===== config.mk =====
export PLATFORM = sky130hd
export DESIGN_NAME = pipeline_ctrl
export DESIGN_NICKNAME = d
export VERILOG_FILES = /design/src/rtl/pipeline_ctrl_pkg.sv /design/src/rtl/pipeline_ctrl_exc_vector_map.sv /design/src/rtl/pipeline_ctrl.sv
export SDC_FILE = /design/constraint.sdc
export NUM_CORES = 1
export LEC_CHECK = 0
export BUFFER_PORTS_ARGS = -buffer_cell sky130_fd_sc_hd__buf_2
export CAP_MARGIN = 20
export CORE_MARGIN = 2
export CORE_UTILIZATION = 53
export DETAILED_ROUTE_END_ITERATION = 12
export PLACE_DENSITY = 0.91
export SYNTH_ARGS = -nofsm -noshare
export SYNTH_HDL_FRONTEND = slang
export SYNTH_HIERARCHICAL = 1
export SYNTH_SLANG_ARGS = --single-unit

===== constraint.sdc =====
create_clock -name clk -period 4.11 [get_ports clk]
set_clock_uncertainty 0.1 [all_clocks]
set_input_delay 0.822 -clock clk [delete_from_list [all_inputs] [get_ports clk]]
set_output_delay 0.822 -clock clk [all_outputs]
set_load 0.05 [all_outputs]

===== src/rtl/pipeline_ctrl_pkg.sv =====
// Shared types and constants for the pipeline sequencer and its exception vector lookup.
package pipeline_ctrl_pkg;

    localparam int unsigned XLEN    = 32;
    localparam int unsigned STALL_W = 6;

    localparam logic [XLEN-1:0] EXC_NONE         = 32'h0000_0000;
    localparam logic [XLEN-1:0] EXC_INT          = 32'h0000_0001;
    localparam logic [XLEN-1:0] EXC_SYSCALL      = 32'h0000_0008;
    localparam logic [XLEN-1:0] EXC_BREAK        = 32'h0000_0009;
    localparam logic [XLEN-1:0] EXC_INST_INVALID = 32'h0000_000a;
    localparam logic [XLEN-1:0] EXC_OV           = 32'h0000_000c;
    localparam logic [XLEN-1:0] EXC_TRAP         = 32'h0000_000d;
    localparam logic [XLEN-1:0] EXC_ERET         = 32'h0000_000e;

    // Bit order: pc, if, id, ex, mem, wb; a requester holds itself and every older stage.
    localparam logic [STALL_W-1:0] STALL_NONE = 6'b000000;
    localparam logic [STALL_W-1:0] STALL_IF   = 6'b000011;
    localparam logic [STALL_W-1:0] STALL_ID   = 6'b000111;
    localparam logic [STALL_W-1:0] STALL_EX   = 6'b001111;
    localparam logic [STALL_W-1:0] STALL_MEM  = 6'b011111;

    typedef enum logic {
        ST_IDLE    = 1'b0,
        ST_RECOVER = 1'b1
    } state_e;

    // Highest-priority requester (mem > ex > id > if) selects the stall pattern.
    function automatic logic [STALL_W-1:0] stall_merge(
        input logic req_if,
        input logic req_id,
        input logic req_ex,
        input logic req_mem
    );
        logic [STALL_W-1:0] res;
        res = STALL_NONE;
        if (req_mem)     res = STALL_MEM;
        else if (req_ex) res = STALL_EX;
        else if (req_id) res = STALL_ID;
        else if (req_if) res = STALL_IF;
        return res;
    endfunction

endpackage


===== src/rtl/pipeline_ctrl_exc_vector_map.sv =====
// Combinational exception type / EPC to redirect PC lookup, shared with cp0.
module exc_vector_map
    import pipeline_ctrl_pkg::*;
#(
    parameter logic [XLEN-1:0] INT_VECTOR = 32'h0000_0020,
    parameter logic [XLEN-1:0] EXC_VECTOR = 32'h0000_0040
) (
    input  logic [XLEN-1:0] excepttype,
    input  logic [XLEN-1:0] epc,
    output logic [XLEN-1:0] vector_c
);

    always_comb begin
        vector_c = '0;
        unique case (excepttype)
            EXC_NONE:   vector_c = '0;
            EXC_INT:    vector_c = INT_VECTOR;
            EXC_ERET:   vector_c = epc;
            EXC_SYSCALL, EXC_BREAK, EXC_INST_INVALID, EXC_OV, EXC_TRAP:
                        vector_c = EXC_VECTOR;
            default:    vector_c = EXC_VECTOR;
        endcase
    end

endmodule


===== src/rtl/pipeline_ctrl.sv =====
// Pipeline sequencer: stall merge, exception flush/redirect, post-flush recovery,
// stall watchdog and performance counters.
module pipeline_ctrl
    import pipeline_ctrl_pkg::*;
#(
    parameter logic [XLEN-1:0] INT_VECTOR  = 32'h0000_0020,
    parameter logic [XLEN-1:0] EXC_VECTOR  = 32'h0000_0040,
    parameter int unsigned     WDOG_LIMIT  = 1024,
    parameter int unsigned     FLUSH_CNT_W = 16
) (
    input  logic                   clk,
    input  logic                   rst,
    input  logic                   stallreq_from_if,
    input  logic                   stallreq_from_id,
    input  logic                   stallreq_from_ex,
    input  logic                   stallreq_from_mem,
    input  logic [XLEN-1:0]        excepttype_i,
    input  logic [XLEN-1:0]        cp0_epc_i,
    output logic [STALL_W-1:0]     stall,
    output logic                   flush,
    output logic [XLEN-1:0]        new_pc,
    output logic [XLEN-1:0]        stall_cycles_o,
    output logic [FLUSH_CNT_W-1:0] flush_count_o,
    output logic                   stall_timeout_o
);

    localparam int unsigned         WDOG_W    = 16;
    localparam logic [WDOG_W-1:0]   WDOG_LAST = WDOG_W'(WDOG_LIMIT - 1);

    state_e            state_q;
    state_e            state_d;
    logic              exc;
    logic [XLEN-1:0]   vector;
    logic [WDOG_W-1:0] wdog_cnt;
    logic              stalled;

    exc_vector_map #(
        .INT_VECTOR (INT_VECTOR),
        .EXC_VECTOR (EXC_VECTOR)
    ) u_exc_vector_map (
        .excepttype (excepttype_i),
        .epc        (cp0_epc_i),
        .vector_c   (vector)
    );

    assign exc     = (excepttype_i != EXC_NONE);
    assign stalled = (stall != STALL_NONE);

    always_ff @(posedge clk or negedge rst) begin
        if (!rst) state_q <= ST_IDLE;
        else      state_q <= state_d;
    end

    // Next state and zero-latency control outputs; exception overrides all stall requests.
    always_comb begin
        state_d = state_q;
        stall   = STALL_NONE;
        flush   = 1'b0;
        new_pc  = '0;
        if (exc) begin
            flush   = 1'b1;
            new_pc  = vector;
            state_d = ST_RECOVER;
        end else begin
            unique case (state_q)
                ST_IDLE: begin
                    stall = stall_merge(stallreq_from_if, stallreq_from_id,
                                        stallreq_from_ex, stallreq_from_mem);
                end
                ST_RECOVER: begin
                    // id/ex/mem requests come from slots that were just flushed.
                    stall   = stall_merge(stallreq_from_if, 1'b0, 1'b0, 1'b0);
                    state_d = ST_IDLE;
                end
                default: state_d = ST_IDLE;
            endcase
        end
        if (!rst) begin
            stall  = STALL_NONE;
            flush  = 1'b0;
            new_pc = '0;
        end
    end

    // Performance counters and stall watchdog.
    always_ff @(posedge clk or negedge rst) begin
        if (!rst) begin
            stall_cycles_o  <= '0;
            flush_count_o   <= '0;
            wdog_cnt        <= '0;
            stall_timeout_o <= 1'b0;
        end else begin
            if (stalled && (stall_cycles_o != '1)) begin
                stall_cycles_o <= stall_cycles_o + XLEN'(1);
            end
            if (flush) begin
                flush_count_o <= flush_count_o + FLUSH_CNT_W'(1);
            end
            if (flush || !stalled) begin
                wdog_cnt <= '0;
            end else if (wdog_cnt != WDOG_LAST) begin
                wdog_cnt <= wdog_cnt + WDOG_W'(1);
            end
            if (stalled && (wdog_cnt == WDOG_LAST)) begin
                stall_timeout_o <= 1'b1;
            end
        end
    end

endmodule


==> impl_metrics.toml <==
[clock_tree]
cts.path.max_buffers = 2
clock-sinks = 66
clock_latency_ns = 0.34
cts_setup_buffers = 0
cts_tree = "built"
cts_root_buf = "clkbuf_8"
cts_buffers = 9
htree_levels = 3
cts_hold_repair.buffers = 0
cts_resized = 0
clk_pin_slew_worst_paths_ns = 0.06

[setup_path]
arrival_ns = 2.61
required_ns = 3.19
cp-start-kind = "primary input"
end_kind = "output pin"
crit_type = "primary input to output pin"
cp_max_fo = 37

[grt]
grt_pass1_vias = 3902
grt_pass1_wl_um = 17900
grt_max_degree = 67
grt-ovfl-total = 0
antenna_found_initial = 0
track_usage_pct = 26.2

[yosys]
synth-seq-area-share_pct = 40.7
synth_nets = 524
synth-seq-cells = 66
synth_flop_cell = "dfrtp_1"
async_reset_ff_share_pct = 100
syn_inst = 451
ys_types = 50
netlist_area_um2 = 4060
synth_warnings = 6
avgSynthCellArea_um2 = 9.01
synth_edf_count = 0

[sta]
worst_slew_pin_slew_ns = 0.820
rsz0062_at_grt = "no"
fin_crit_sh_pct = 85.9
max_slew_margin_pct = 45.3
setup_tns_ns = 0
drv_slew = 0
finalCriticalPeriod_ns = 3.53
setup_viol = 0
achievable-frequency_ghz = 0.283
finalHoldViolCount = 0

[floorplan]
core_um2 = 7330
die_h_um = 91.5
start_util_pct = 55.4
io_pins = 158
die_w_um = 91.5
fp-row-count = 31
dieArea_um2 = 8380

[placement]
postPlaceCellArea_um2 = 4870
io_buffers = 156
dpl.hpwl_um = 7680
gp_routability_congestion = 0.870
dp_cells = 687

[job]
max_cap_viol_count = 0

[route]
drcViolationCount = 0
first_pass_iters = 4
num_vias = 3976
post_drt_wl_per_cell_um = 14.9
viasPerCell = 5.66
drtIter0Drc = 231
ant_nets = 0
wl_um = 10400

[worst_hold_path]
hp-class = "flip-flop to flip-flop"

[pwr]
power_mw = 1.56
power_density_nw_per_um2 = 309
p_leak_nw = 2.55
peakVddDrop_mv = 0.386

[run_status]
status = "complete, no violations"

[cells_and_area]
diodes = 0
drive_gt1_share_pct = 30.8
multi_input_area_um2 = 2120
final_cell_mix = "buf_2, dfrtp_1, xnor2_1, nor3_1, nand4_1"
final_util_pct = 68.9
area_delta_synth_final_pct = 24.4
final_cell_area_um2 = 5050
seq_area_um2 = 1650
layout_commonest_cell = "buf_2"
nFillCells = 575
final_cell_count_no_fill = 702
nets = 672
-- critical path, cell delays in order --
cell and delay (ns):
buf_2 0.11, nor4_1 0.31, nand4_1 0.18, or4b_1 0.68, clkinv_8 0.20, buf_2 0.29
-- cells by family (layout without fill, tap and decap cells) --
kind of cell | count (synthesis) | in the layout | share of synthesized area, %
and+or+nand+nor | 237 | 237 | 34.2
adders and majority gates | 3 | 3 | 0.924
muxes | 5 | 5 | 1.42
xor gates and xnor gates | 53 | 53 | 11.4
DFF | 66 | 66 | 40.7
AOI/OAI and AO/OA | 25 | 25 | 4.25
buffers and inverters | 61 | 213 | 7.05
other | 1 | 1 | 0.0923
-- final timing paths --
| check | endpoint | startpoint | cells after the start | slack, ns |
|---|---|---|---|---|
| hold / removal | stall_timeout_o | stall_timeout_o | 1 | 0.36 |
| setup reg to reg | stall_cycles_o[1] | stall_cycles_o[0] | 6 | 1.38 |
| setup / recovery | stall[1] | excepttype_i[26] | 6 | 0.58 |
| hold reg to reg | stall_timeout_o | stall_timeout_o | 1 | 0.36 |
| max in group asynchronous | flush_count_o[3] | rst | 2 | 2.76 |
| min in group asynchronous | stall_cycles_o[25] | rst | 2 | 0.64 |
-- synth_stat cells, types with 5 or more instances --
library cell,number,share of area (%)
dfrtp_1,66,41
xnor2_1,44,9.5
nor3_1,43,5.3
nand4_1,38,5.9
and2_1,36,5.5
inv_1,36,3.3
nand3_1,23,2.8
nor2_1,23,2.1
and3_1,19,2.9
nor4_1,18,2.8
nand2_1,17,1.6
clkbuf_1,16,1.5
xor2_1,9,1.9
a21oi_1,7,0.86
buf_6,5,1.4
-- report_power, final --
| part | switching [mW] | internal, mW | leakage, nW | total [mW] |
|---|---|---|---|---|
| clock network | 0.238 | 0.292 | 0.0962 | 0.530 |
| registers | 0.0652 | 0.681 | 0.905 | 0.747 |
| logic | 0.199 | 0.0879 | 1.55 | 0.287 |
-- stage by stage --
stage | setup slack, ns | hold slack (ns)
floorplan | 0.575 | 0.408
global route | 0.458 | 0.400
detailed placement | 0.583 | 0.348
global placement | 0.660 | 0.337
finish | 0.578 | 0.359
CTS | 0.583 | 0.361
-- area by class of cell --
type	instances	share of cell area [%]
Clock buffer	12	2.87
Clock inverter	3	0.792
Inverter	37	3.00
Multi-Input combinational cell	324	42.0
Sequential cell	66	32.7
Tap cell	99	2.45
Timing Repair Buffer	161	16.2
-- layer usage --
layer | track usage, % | routed length, um | share of wire (%)
met3 | 6.39 | 644 | 6.2
met4 | 12.4 | 291 | 2.8
met5 | 0 | 0 | 0
met1 | 32.0 | 4240 | 41
met2 | 43.3 | 5270 | 50
-- state kept, by name (all words and copies together), names as in the netlist --
name	cells
stall_timeout_o	1
flush_count_o	16
stall_cycles_o	32
wdog_cnt	16
state_q	1
(Power assumes the default switching activity.)
